## src/rtl/mcu_pkg.sv

```systemverilog
// Shared opcode/funct constants, ALU control encodings and FSM state type
// for the multicycle MIPS control unit.
package mcu_pkg;

  localparam int unsigned OP_W     = 6;
  localparam int unsigned FUNCT_W  = 6;
  localparam int unsigned ALU_W    = 3;
  localparam int unsigned DIVCNT_W = 8;

  localparam logic [OP_W-1:0] OP_RTYPE = 6'b000000;
  localparam logic [OP_W-1:0] OP_LW    = 6'b100011;
  localparam logic [OP_W-1:0] OP_SW    = 6'b101011;
  localparam logic [OP_W-1:0] OP_BEQ   = 6'b000100;
  localparam logic [OP_W-1:0] OP_ADDI  = 6'b001000;
  localparam logic [OP_W-1:0] OP_J     = 6'b000010;

  localparam logic [FUNCT_W-1:0] F_ADD = 6'b100000;
  localparam logic [FUNCT_W-1:0] F_SUB = 6'b100010;
  localparam logic [FUNCT_W-1:0] F_AND = 6'b100100;
  localparam logic [FUNCT_W-1:0] F_OR  = 6'b100101;
  localparam logic [FUNCT_W-1:0] F_SLT = 6'b101010;
  localparam logic [FUNCT_W-1:0] F_DIV = 6'b100001;

  localparam logic [ALU_W-1:0] ALUC_AND = 3'b000;
  localparam logic [ALU_W-1:0] ALUC_OR  = 3'b001;
  localparam logic [ALU_W-1:0] ALUC_ADD = 3'b010;
  localparam logic [ALU_W-1:0] ALUC_DIV = 3'b011;
  localparam logic [ALU_W-1:0] ALUC_SUB = 3'b110;
  localparam logic [ALU_W-1:0] ALUC_SLT = 3'b111;

  typedef enum logic [3:0] {
    S_FETCH  = 4'd0,
    S_DECODE = 4'd1,
    S_RTYPE  = 4'd2,
    S_DIV    = 4'd3,
    S_ALUWB  = 4'd4,
    S_MEMADR = 4'd5,
    S_MEMRD  = 4'd6,
    S_MEMWB  = 4'd7,
    S_MEMWR  = 4'd8,
    S_BEQ    = 4'd9,
    S_ADDI   = 4'd10,
    S_ADDIWB = 4'd11,
    S_JUMP   = 4'd12,
    S_TRAP   = 4'd13
  } state_t;

endpackage

```

## src/rtl/mcu_alu_decoder.sv

```systemverilog
// Combinational R-type funct decode: ALU operation plus a legal-funct flag.
module mcu_alu_decoder
  import mcu_pkg::*;
(
  input  logic [FUNCT_W-1:0] funct,
  output logic [ALU_W-1:0]   alu_ctl,
  output logic               legal
);

  always_comb begin
    alu_ctl = ALUC_ADD;
    legal   = 1'b1;
    case (funct)
      F_ADD:   alu_ctl = ALUC_ADD;
      F_SUB:   alu_ctl = ALUC_SUB;
      F_AND:   alu_ctl = ALUC_AND;
      F_OR:    alu_ctl = ALUC_OR;
      F_SLT:   alu_ctl = ALUC_SLT;
      F_DIV:   alu_ctl = ALUC_DIV;
      default: legal   = 1'b0;
    endcase
  end

endmodule

```

## src/rtl/multicycle_cu.sv

```systemverilog
// Multicycle MIPS control unit: Moore FSM with memory wait states, divide stall
// and illegal-instruction trap. Define MULTICYCLE_CU_PERF_CNT_EN for retired_cnt.
module multicycle_cu
  import mcu_pkg::*;
#(
  parameter int unsigned DIV_CYCLES = 8,
  parameter int unsigned ALUC_W     = 3
`ifdef MULTICYCLE_CU_PERF_CNT_EN
  ,
  parameter int unsigned CNT_W      = 32
`endif
) (
  input  logic              clk,
  input  logic              rst_n,
  input  logic [OP_W-1:0]   op,
  input  logic [FUNCT_W-1:0] funct,
  input  logic              zero,
  input  logic              mem_ready,
  output logic              IorD,
  output logic              MemRead,
  output logic              MemWrite,
  output logic              IRWrite,
  output logic              PCWrite,
  output logic [1:0]        PCSrc,
  output logic              ALUSrcA,
  output logic [1:0]        ALUSrcB,
  output logic [ALUC_W-1:0] ALUControl,
  output logic              RegWrite,
  output logic              RegDst,
  output logic              MemtoReg,
  output logic              illegal_instr
`ifdef MULTICYCLE_CU_PERF_CNT_EN
  ,
  output logic [CNT_W-1:0]  retired_cnt
`endif
);

  localparam logic [DIVCNT_W-1:0] DIV_LOAD = DIVCNT_W'(DIV_CYCLES - 1);

  state_t               state, state_nxt;
  logic [DIVCNT_W-1:0]  div_cnt;
  logic [ALU_W-1:0]     dec_ctl;
  logic                 dec_legal;

  mcu_alu_decoder u_alu_dec (
    .funct   (funct),
    .alu_ctl (dec_ctl),
    .legal   (dec_legal)
  );

  // State register and divide stall counter (loaded on entry to S_DIV)
  always_ff @(posedge clk or negedge rst_n) begin
    if (!rst_n) begin
      state   <= S_FETCH;
      div_cnt <= '0;
    end else begin
      state <= state_nxt;
      if (state_nxt == S_DIV && state != S_DIV)
        div_cnt <= DIV_LOAD;
      else if (state == S_DIV && div_cnt != '0)
        div_cnt <= div_cnt - DIVCNT_W'(1);
    end
  end

  // Next state and Moore outputs; everything forced low while reset is held
  always_comb begin
    state_nxt     = state;
    IorD          = 1'b0;
    MemRead       = 1'b0;
    MemWrite      = 1'b0;
    IRWrite       = 1'b0;
    PCWrite       = 1'b0;
    PCSrc         = 2'b00;
    ALUSrcA       = 1'b0;
    ALUSrcB       = 2'b00;
    ALUControl    = '0;
    RegWrite      = 1'b0;
    RegDst        = 1'b0;
    MemtoReg      = 1'b0;
    illegal_instr = 1'b0;

    if (rst_n) begin
      case (state)
        S_FETCH: begin
          MemRead    = 1'b1;
          ALUSrcB    = 2'b01;
          ALUControl = ALUC_W'(ALUC_ADD);
          IRWrite    = mem_ready;
          PCWrite    = mem_ready;
          if (mem_ready) state_nxt = S_DECODE;
        end
        S_DECODE: begin
          ALUSrcB    = 2'b11;
          ALUControl = ALUC_W'(ALUC_ADD);
          case (op)
            OP_RTYPE:     state_nxt = (funct == F_DIV) ? S_DIV : S_RTYPE;
            OP_LW, OP_SW: state_nxt = S_MEMADR;
            OP_BEQ:       state_nxt = S_BEQ;
            OP_ADDI:      state_nxt = S_ADDI;
            OP_J:         state_nxt = S_JUMP;
            default:      state_nxt = S_TRAP;
          endcase
        end
        S_RTYPE: begin
          ALUSrcA    = 1'b1;
          ALUControl = ALUC_W'(dec_ctl);
          state_nxt  = dec_legal ? S_ALUWB : S_TRAP;
        end
        S_DIV: begin
          ALUSrcA    = 1'b1;
          ALUControl = ALUC_W'(ALUC_DIV);
          if (div_cnt == '0) state_nxt = S_ALUWB;
        end
        S_ALUWB: begin
          RegWrite  = 1'b1;
          RegDst    = 1'b1;
          state_nxt = S_FETCH;
        end
        S_MEMADR: begin
          ALUSrcA    = 1'b1;
          ALUSrcB    = 2'b10;
          ALUControl = ALUC_W'(ALUC_ADD);
          state_nxt  = (op == OP_SW) ? S_MEMWR : S_MEMRD;
        end
        S_MEMRD: begin
          MemRead = 1'b1;
          IorD    = 1'b1;
          if (mem_ready) state_nxt = S_MEMWB;
        end
        S_MEMWB: begin
          RegWrite  = 1'b1;
          MemtoReg  = 1'b1;
          state_nxt = S_FETCH;
        end
        S_MEMWR: begin
          MemWrite = 1'b1;
          IorD     = 1'b1;
          if (mem_ready) state_nxt = S_FETCH;
        end
        S_BEQ: begin
          ALUSrcA    = 1'b1;
          ALUControl = ALUC_W'(ALUC_SUB);
          PCSrc      = 2'b01;
          PCWrite    = zero;
          state_nxt  = S_FETCH;
        end
        S_ADDI: begin
          ALUSrcA    = 1'b1;
          ALUSrcB    = 2'b10;
          ALUControl = ALUC_W'(ALUC_ADD);
          state_nxt  = S_ADDIWB;
        end
        S_ADDIWB: begin
          RegWrite  = 1'b1;
          state_nxt = S_FETCH;
        end
        S_JUMP: begin
          PCSrc     = 2'b10;
          PCWrite   = 1'b1;
          state_nxt = S_FETCH;
        end
        S_TRAP: begin
          illegal_instr = 1'b1;
          state_nxt     = S_FETCH;
        end
        default: state_nxt = S_FETCH;
      endcase
    end
  end

`ifdef MULTICYCLE_CU_PERF_CNT_EN
  // Counts completed instructions; trapped ones return to fetch uncounted
  always_ff @(posedge clk or negedge rst_n) begin
    if (!rst_n)
      retired_cnt <= '0;
    else if (state_nxt == S_FETCH && state != S_FETCH && state != S_TRAP)
      retired_cnt <= retired_cnt + CNT_W'(1);
  end
`endif

endmodule

```

## config.mk

```make
export PLATFORM = sky130hd
export DESIGN_NAME = multicycle_cu
export DESIGN_NICKNAME = d
export VERILOG_FILES = /design/src/rtl/mcu_pkg.sv /design/src/rtl/mcu_alu_decoder.sv /design/src/rtl/multicycle_cu.sv
export SDC_FILE = /design/constraint.sdc
export NUM_CORES = 1
export LEC_CHECK = 0
export ABC_CLOCK_PERIOD_IN_PS = 2450
export BUFFER_PORTS_ARGS = -buffer_cell sky130_fd_sc_hd__buf_2
export CORE_MARGIN = 1
export CORE_UTILIZATION = 50
export CTS_CLUSTER_SIZE = 25
export DETAILED_ROUTE_END_ITERATION = 10
export GPL_TIMING_DRIVEN = 0
export MAX_ROUTING_LAYER = met4
export PLACE_DENSITY = 0.79
export SETUP_SLACK_MARGIN = 0.3
export SYNTH_ARGS = -nofsm -noshare
export SYNTH_HDL_FRONTEND = slang
export SYNTH_HIERARCHICAL = 1
export SYNTH_SLANG_ARGS = --single-unit
export TNS_END_PERCENT = 5
```

## constraint.sdc

```tcl
create_clock -name clk -period 2.45 [get_ports clk]
set_input_delay 0.3675 -clock clk [delete_from_list [all_inputs] [get_ports clk]]
set_output_delay 0.3675 -clock clk [all_outputs]
set_load 0.005 [all_outputs]
```

==> results_tabular.tex, run 1 <==
\begin{tabular}{lr}
\hline
Metric & Value \\
\hline
\multicolumn{2}{l}{\textbf{Run status}} \\
Run status & complete, no violations \\
\multicolumn{2}{l}{\textbf{Clock tree}} \\
Longest Clk Path Bufs & 2 \\
Clock tree from TritonCTS & yes \\
Clock transition at the registers of the reported paths & around 0.080 ns \\
Clock latency on the worst-skew pair & approximately 0.27 ns \\
Clock tree sinks & 12 \\
Clock root cell & sky130\_fd\_sc\_hd\_\_clkbuf\_4 \\
Number of H-tree branching levels & 1 \\
Number of CTS-inserted buffers & 3 \\
\multicolumn{2}{l}{\textbf{Global routing}} \\
Total Routing Usage GR & between 20 and 30\% \\
Vias in the first global route & roughly 1.3k \\
Maximum number of pins on one net before global-route repair & 15 \\
Antenna violations before repair & 0 \\
Wire length of the first global-routing pass & about 5900 um \\
Grt ovf & 0 \\
\multicolumn{2}{l}{\textbf{Finish}} \\
Number of nets in the layout & 240 \\
Count of antenna diodes in the layout & 0 \\
Area of the multi-input gates & just under 1000 um\^{}2 \\
Syn-to-layout area delta & 32.8\% \\
Total non-filler cell area in the finished layout & 1710 um\^{}2 \\
Fill cells & 207 \\
Register area & between 300 and 400 um\^{}2 \\
Fraction of layout instances using a drive strength above 1 & 32.9\% \\
\multicolumn{2}{l}{\textbf{Floorplanning}} \\
Die width & approximately 53 um \\
Rows & 18 \\
Floorplan die area & around 2800 um\^{}2 \\
Starting density of the core & a little over half \\
Core outline area & 2450 um\^{}2 \\
Top-Level Pins & 33 \\
Die Y & 52.8 um \\
\multicolumn{2}{l}{\textbf{Place}} \\
Detail Placement HPWL & between 2000 and 3000 um \\
Total cell area at the placement stage & between 1000 and 1500 um\^{}2 \\
Dpl ws & roughly 0.15 ns \\
Weighted congestion at the end of routability-driven global placement & 0.879 \\
\# port buffers & 32 \\
\multicolumn{2}{l}{\textbf{STA}} \\
Final critical-path required period & 2.16 ns \\
Number of endpoints with negative hold slack in the final report & 0 \\
Total negative slack & 0 ns \\
Slew headroom & 64.9\% \\
Final-report max-slew violation count & 0 \\
RSZ-0062 raised after global routing & true \\
Part of the cycle the worst path needs & 88.0\% \\
Crit path setup slack, layout & between 0.2 and 0.3 ns \\
Transition time at the pin with the least slew margin & 0.524 ns \\
Final setup vio count & 0 \\
Post-Route Skew & roughly 0.0056 ns \\
Maximum clock rate & between 400 and 500 MHz \\
\multicolumn{2}{l}{\textbf{Logic synthesis}} \\
Fraction of registers with async set/reset & between 90\% and 100\% \\
Leading register cell type out of synthesis & sky130\_fd\_sc\_hd\_\_dfrtp\_1 \\
Synthesized area per cell & roughly 7.2 um\^{}2 \\
Number of enable flip-flop cells after synthesis & 0 \\
Gate count after technology mapping & around 180 \\
Number of unique standard cell types used by synthesis & between 50 and 60 \\
Summed instance area of the synthesized netlist & 1290 um\^{}2 \\
Sequential share of the synthesized area & 23.3\% \\
Synthesis Warnings & 6 \\
Syn Nets & around 200 \\
Register bit count reported by yosys & 12 \\
\multicolumn{2}{l}{\textbf{Critical path}} \\
Crit. End Element & flip-flop \\
Arrival time at the worst endpoint & approximately 2.3 ns \\
Reg-to-reg setup timing slack & 0.29 ns \\
Biggest fanout along the worst timing path & 8 \\
Crit start category & flip-flop \\
Required @ worst endpoint & between 2 and 3 ns \\
Path type of the worst setup path & flip-flop to flip-flop \\
\multicolumn{2}{l}{\textbf{Routing}} \\
Avg WL per Cell & roughly 14 um \\
Total vias in the final route & 1488 \\
Post-DR vias/cell & 5.90 \\
Detail Route Antenna Nets & 0 \\
DRC marker count from the first detailed-route iteration & 43 \\
Total routed wirelength & 3600 um \\
Router iterations before antenna repair & 4 \\
Residual DRC count & 0 \\
\multicolumn{2}{l}{\textbf{Pwr}} \\
Max IR drop VDD & 0.660 mV \\
Total power divided by cell area & slightly above 900 nW/um\^{}2 \\
P\_leak & 0.750 nW \\
\multicolumn{2}{l}{\textbf{Flow run}} \\
Total of max-cap violations & 0 \\
\multicolumn{2}{l}{\textbf{Hold path}} \\
Worst hold path class & flip-flop to flip-flop \\
\hline
\end{tabular}
==> final timing paths <==
check | end | cells after the start | start
setup reg to reg | div_cnt[1] | 8 | div_cnt[5]
hold reg to reg | div_cnt[7] | 2 | div_cnt[7]
min in group asynchronous | div_cnt[7] | 2 | rst_n
setup / recovery | div_cnt[1] | 8 | div_cnt[5]
hold / removal | div_cnt[7] | 2 | div_cnt[7]
max in group asynchronous | div_cnt[0] | 2 | rst_n
==> critical path, cell delays in order (launching register included) <==
cell and delay (ns):
sky130_fd_sc_hd__dfrtp_1 0.38, sky130_fd_sc_hd__or4_4 0.56, sky130_fd_sc_hd__o311a_1 0.32, sky130_fd_sc_hd__buf_6 0.13, sky130_fd_sc_hd__o21bai_4 0.10, sky130_fd_sc_hd__o221ai_2 0.10
sky130_fd_sc_hd__nor4bb_1 0.14, sky130_fd_sc_hd__buf_4 0.17, sky130_fd_sc_hd__nand2b_4 0.13
==> power by group <==
| part | internal, mW | switching [mW] | total (mW) | leakage, nW |
|---|---|---|---|---|
| Clock | 0.0904 | 0.0657 | 0.156 | 0.0210 |
| Combinational | 0.488 | 0.603 | 1.09 | 0.589 |
| Sequential | 0.278 | 0.0640 | 0.342 | 0.140 |
| Total | 0.857 | 0.733 | 1.59 | 0.750 |
==> state kept, by name, indices dropped and copies added, names as in the netlist <==
signal   cells
state        4
div_cnt      8
==> per-stage QoR <==
step	hold WS [ns]	power, mW	cells	util, %
after detailed placement	0.267	1.22	240	60.8
final	0.543	1.59	252	69.7
after floorplan	0.0719	0.980	178	-
after global placement	0.260	1.21	240	60.8
after CTS	-0.0301	1.49	249	66.5
after global routing	0.592	1.73	252	69.7
==> metal layers <==
layer / track usage (%) / vias to the layer above / wire, um
met5: - / - / 0
met4: 10.1 / 0 / 65
met3: 5.51 / 9 / 204
met2: 44.1 / 53 / 1670
met1: 38.7 / 698 / 1670
li1: - / 728 / -
==> cell families (layout without fill, tap and decap cells) <==
logic type	after synthesis	in the layout	share of synthesized area [%]
adders and majority gates	2	2	1.75
DFF	12	12	23.3
AOI/OAI and AO/OA	44	44	25.1
buffers and inverters	23	67	6.89
and+or+nand+nor	88	88	36.8
xor gates and xnor gates	9	9	6.12
==> cell type report <==
class | instances | share of cell area [%]
Buffer | 14 | 5.92
Clock buffer | 4 | 2.12
Inverter | 9 | 2.12
Multi-Input combinational cell | 143 | 57.1
Sequential cell | 12 | 17.5
Tap cell | 30 | 2.19
Timing Repair Buffer | 40 | 13.0
==> layout by cell type (no fill, tap or decap), drive strengths merged, types with 7 or more instances in the layout <==
master	instances
buf	47
nor2	19
nand2	15
nand2b	13
dfrtp	12
a21oi	11
nor3	10
clkbuf	10
inv	9
nor2b	7
==> synthesized netlist by cell type, types with 3 or more instances <==
master / instances / area (um^2)
sky130_fd_sc_hd__xnor2_1: 6 / 52.6
sky130_fd_sc_hd__o31ai_1: 4 / 30.0
sky130_fd_sc_hd__o21a_1: 3 / 22.5
sky130_fd_sc_hd__o32ai_1: 4 / 35.0
sky130_fd_sc_hd__nor2_1: 19 / 71.3
sky130_fd_sc_hd__inv_1: 8 / 30.0
sky130_fd_sc_hd__xor2_1: 3 / 26.3
sky130_fd_sc_hd__nor2b_1: 7 / 43.8
sky130_fd_sc_hd__buf_1: 3 / 11.3
sky130_fd_sc_hd__nand2b_1: 13 / 81.3
sky130_fd_sc_hd__clkbuf_1: 9 / 33.8
sky130_fd_sc_hd__nor3_1: 10 / 50.1
sky130_fd_sc_hd__nand2_1: 15 / 56.3
sky130_fd_sc_hd__nand3_1: 3 / 15.0
sky130_fd_sc_hd__a21oi_1: 11 / 55.1
sky130_fd_sc_hd__dfrtp_1: 12 / 300
==> what timing repair did <==
item,CTS,global route
endpoints found under the hold margin,12,12
pin swaps,3,2
gates resized for setup,21,22
buffers inserted,5,2
endpoints found under the setup margin,24,17
Note: power is estimated with default switching activity, not from simulation.
==> run 2, diff against run 1 <==
- CELL_PAD_IN_SITES_DETAIL_PLACEMENT: unset -> 1
- CELL_PAD_IN_SITES_GLOBAL_PLACEMENT: unset -> 2
- CORE_UTILIZATION: 50 -> 29
- PLACE_DENSITY: 0.79 -> 0.82
==> run 2 against run 1 <==
- power rose by 9.0%
- sequential cell count did not move
- clock skew fell by 0.0045 ns
- maximum frequency up 1.2%
- design area is 4.2% higher
- critical path depth unchanged
- non-clock buffer count rose by 1
- die area is 69% higher
- hold slack lost 0.54 ns
==> results_tabular.tex, run 2 (synthesis gave the netlist of run 1 again) <==
\begin{tabular}{lr}
\hline
Metric & Value \\
\hline
\multicolumn{2}{l}{\textbf{Run status}} \\
Run status & complete, no violations \\
\multicolumn{2}{l}{\textbf{STA}} \\
Maximum clock rate & 469 MHz (+1.2\%) \\
Number of endpoints with negative hold slack in the final report & 0 (unchanged) \\
RSZ-0062 raised after global routing & true \\
Final setup vio count & 0 (unchanged) \\
Final-report max-slew violation count & 0 (unchanged) \\
Transition time at the pin with the least slew margin & 0.478 ns (-0.0462 ns) \\
Slew headroom & 68.0\% (+3.1 points) \\
Final critical-path required period & 2.13 ns (-0.0264 ns) \\
Part of the cycle the worst path needs & 87.0\% (-1.1 points) \\
Crit path setup slack, layout & 0.319 ns (+0.0264 ns) \\
Post-Route Skew & 0.00107 ns (-0.00449 ns) \\
Total negative slack & 0 ns (unchanged) \\
\multicolumn{2}{l}{\textbf{Finish}} \\
Biggest regs & div\_cnt: 8 flops, state: 4 flops \\
Utilization of the core after routing & 43.1\% (-27 points) \\
Number of nets in the layout & 241 (+0.42\%) \\
Syn-to-layout area delta & 38.4\% \\
Fraction of layout instances using a drive strength above 1 & 35.4\% (+2.5 points) \\
Register area & 302 um\^{}2 (+0.42\%) \\
Largest register FFs & 8 (unchanged) \\
Area of the multi-input gates & 1000 um\^{}2 (+2.7\%) \\
Leading cell types in the layout, fill and taps excluded & 33 x sky130\_fd\_sc\_hd\_\_buf\_2, 17 x sky130\_fd\_sc\_hd\_\_nor2\_1, 15 x sky130\_fd\_sc\_hd\_\_nand2\_1 \\
Final Non-Filler Cells & 273 (+8.3\%) \\
Leading cell type in the layout, fill and taps excluded & sky130\_fd\_sc\_hd\_\_buf\_2 \\
Count of antenna diodes in the layout & 0 (unchanged) \\
Register name with the most flops & div\_cnt \\
Fill cells & 540 (+160\%) \\
\multicolumn{2}{l}{\textbf{Pwr}} \\
Total Power Consumption & 1.73 mW (+9.0\%) \\
Max IR drop VDD & 0.419 mV (-36\%) \\
Switching Share & 45.8\% (-0.30 points) \\
P\_sw & 0.793 mW (+8.2\%) \\
P\_leak & 0.766 nW (+2.1\%) \\
Total power divided by cell area & 971 nW/um\^{}2 (+4.5\%) \\
Share of total power in combinational logic & 66.8\% (-1.8 points) \\
Internal Pwr Total & 0.939 mW (+9.6\%) \\
Part of the total power dissipated in sequential elements & 20.2\% (-1.3 points) \\
Clock Power Share & 13.1\% (+3.3 points) \\
\multicolumn{2}{l}{\textbf{Global routing}} \\
Maximum number of pins on one net before global-route repair & 15 (unchanged) \\
Grt ovf & 0 (unchanged) \\
Wire length of the first global-routing pass & 7010 um (+20\%) \\
Antenna violations before repair & 0 (unchanged) \\
Vias in the first global route & 1471 (+13\%) \\
Total Routing Usage GR & 20.7\% (-8.5 points) \\
\multicolumn{2}{l}{\textbf{Critical path}} \\
CP max stage delay & 0.54 ns (-0.02 ns) \\
Path type of the worst setup path & flip-flop to flip-flop \\
Reg-to-reg critical path startpoint & div\_cnt[5] \\
Required @ worst endpoint & 2.59 ns (-0.02 ns) \\
Total stage count of the critical path & 8 (unchanged) \\
Crit start category & flip-flop \\
Arrival time at the worst endpoint & 2.27 ns (-0.05 ns) \\
Reg-to-reg setup timing slack & 0.32 ns (+0.03 ns) \\
Crit. End Element & flip-flop \\
Startpoint of the most critical setup path & div\_cnt[5] \\
Worst-path cell chain & or4\_4 > buf\_4 > o31ai\_2 > o2111ai\_1 > o211ai\_1 > nor4bb\_4 > buf\_6 > nand2b\_4 \\
Library cell contributing the largest single delay on the critical path & sky130\_fd\_sc\_hd\_\_or4\_4 \\
WP buf/inv & 2 (unchanged) \\
R2R depth & 8 (unchanged) \\
Cell class contributing the biggest share of worst-path delay & simple AND/OR/NAND/NOR gates \\
Biggest fanout along the worst timing path & 8 (unchanged) \\
\multicolumn{2}{l}{\textbf{Clock tree}} \\
Clock latency on the worst-skew pair & 0.25 ns (-0.02 ns) \\
Clock tree sinks & 12 (unchanged) \\
Number of CTS-inserted buffers & 3 (unchanged) \\
Clock transition at the registers of the reported paths & 0.06 ns (-0.02 ns) \\
Hold\_buf cts & 0 \\
Number of H-tree branching levels & 1 (unchanged) \\
Clock root cell & sky130\_fd\_sc\_hd\_\_clkbuf\_8 \\
Longest Clk Path Bufs & 2 (unchanged) \\
Clock tree from TritonCTS & yes \\
\multicolumn{2}{l}{\textbf{Hold path}} \\
Worst hold path class & input port to async pin \\
\multicolumn{2}{l}{\textbf{Floorplanning}} \\
Floorplan die area & 4710 um\^{}2 (+69\%) \\
Top-Level Pins & 33 (unchanged) \\
Core outline area & 4140 um\^{}2 (+69\%) \\
Die Y & 68.7 um (+30\%) \\
Rows & 23 (+5) \\
Starting density of the core & 31.1\% (-21 points) \\
Die width & 68.7 um (+30\%) \\
\multicolumn{2}{l}{\textbf{Routing}} \\
Post-DR vias/cell & 5.49 (-7.1\%) \\
Detail Route Antenna Nets & 0 (unchanged) \\
Residual DRC count & 0 (unchanged) \\
Avg WL per Cell & 16.0 um (+12\%) \\
DRC marker count from the first detailed-route iteration & 35 (-19\%) \\
Total routed wirelength & 4370 um (+21\%) \\
Total vias in the final route & 1498 (+0.67\%) \\
Router iterations before antenna repair & 4 (unchanged) \\
\multicolumn{2}{l}{\textbf{Place}} \\
Weighted congestion at the end of routability-driven global placement & 0.901 (+2.5\%) \\
Dpl ws & 0.0329 ns (-0.113 ns) \\
Placed Cells incl. Taps & 260 (+8.3\%) \\
\# port buffers & 32 (unchanged) \\
Detail Placement HPWL & 3310 um (+24\%) \\
\multicolumn{2}{l}{\textbf{Flow run}} \\
Total of max-cap violations & 0 (unchanged) \\
\hline
\end{tabular}
run 2: repair_timing:
| item | in CTS | in global routing |
|---|---|---|
| setup endpoints to repair | 25 | 20 |
| resized for setup | 16 | 32 |
| pin swaps | 2 | 4 |
| buffers inserted | 6 | 3 |
run 2: cell type report:
cell class,instances,area share [%]
Sequential cell,12,16.9
Tap cell,50,3.51
Clock buffer,4,3.09
Multi-Input combinational cell,143,56.2
Timing Repair Buffer,41,12.8
Inverter,9,1.89
Buffer,14,5.61
run 2: through the flow:
step                area, um^2  hold WS (ns)
CTS                       1650       0.00427
finish                    1780      0.000487
floorplan                 1290        0.0719
global route              1780        0.0283
detailed placement        1520         0.275
global placement          1520         0.265
run 2: path summary, 6_finish.rpt:
kind	endpoint
setup / recovery	div_cnt[1]
hold / removal	div_cnt[2]
setup reg to reg	div_cnt[1]
hold reg to reg	div_cnt[7]
max in group asynchronous	state[2]
min in group clk	div_cnt[7]
run 2: metal layers:
metal  vias to the layer above  global-route usage, %  part of all wire [%]
li1                        732                      -                     -
met1                       724                   23.6                    42
met2                        32                   36.6                    52
met3                        10                   1.64                   3.2
met4                         0                   9.38                   2.3
met5                         -                      -                     0
run 2: power groups by stage:
stage                     sequential (mW)  combinational, mW  clock (mW)
after floorplan                     0.331              0.648           0
after global placement              0.345              0.884           0
after detailed placement            0.350              0.919           0
after CTS                           0.340               1.02       0.230
after global routing                0.359               1.27       0.235
final                               0.349               1.16       0.226
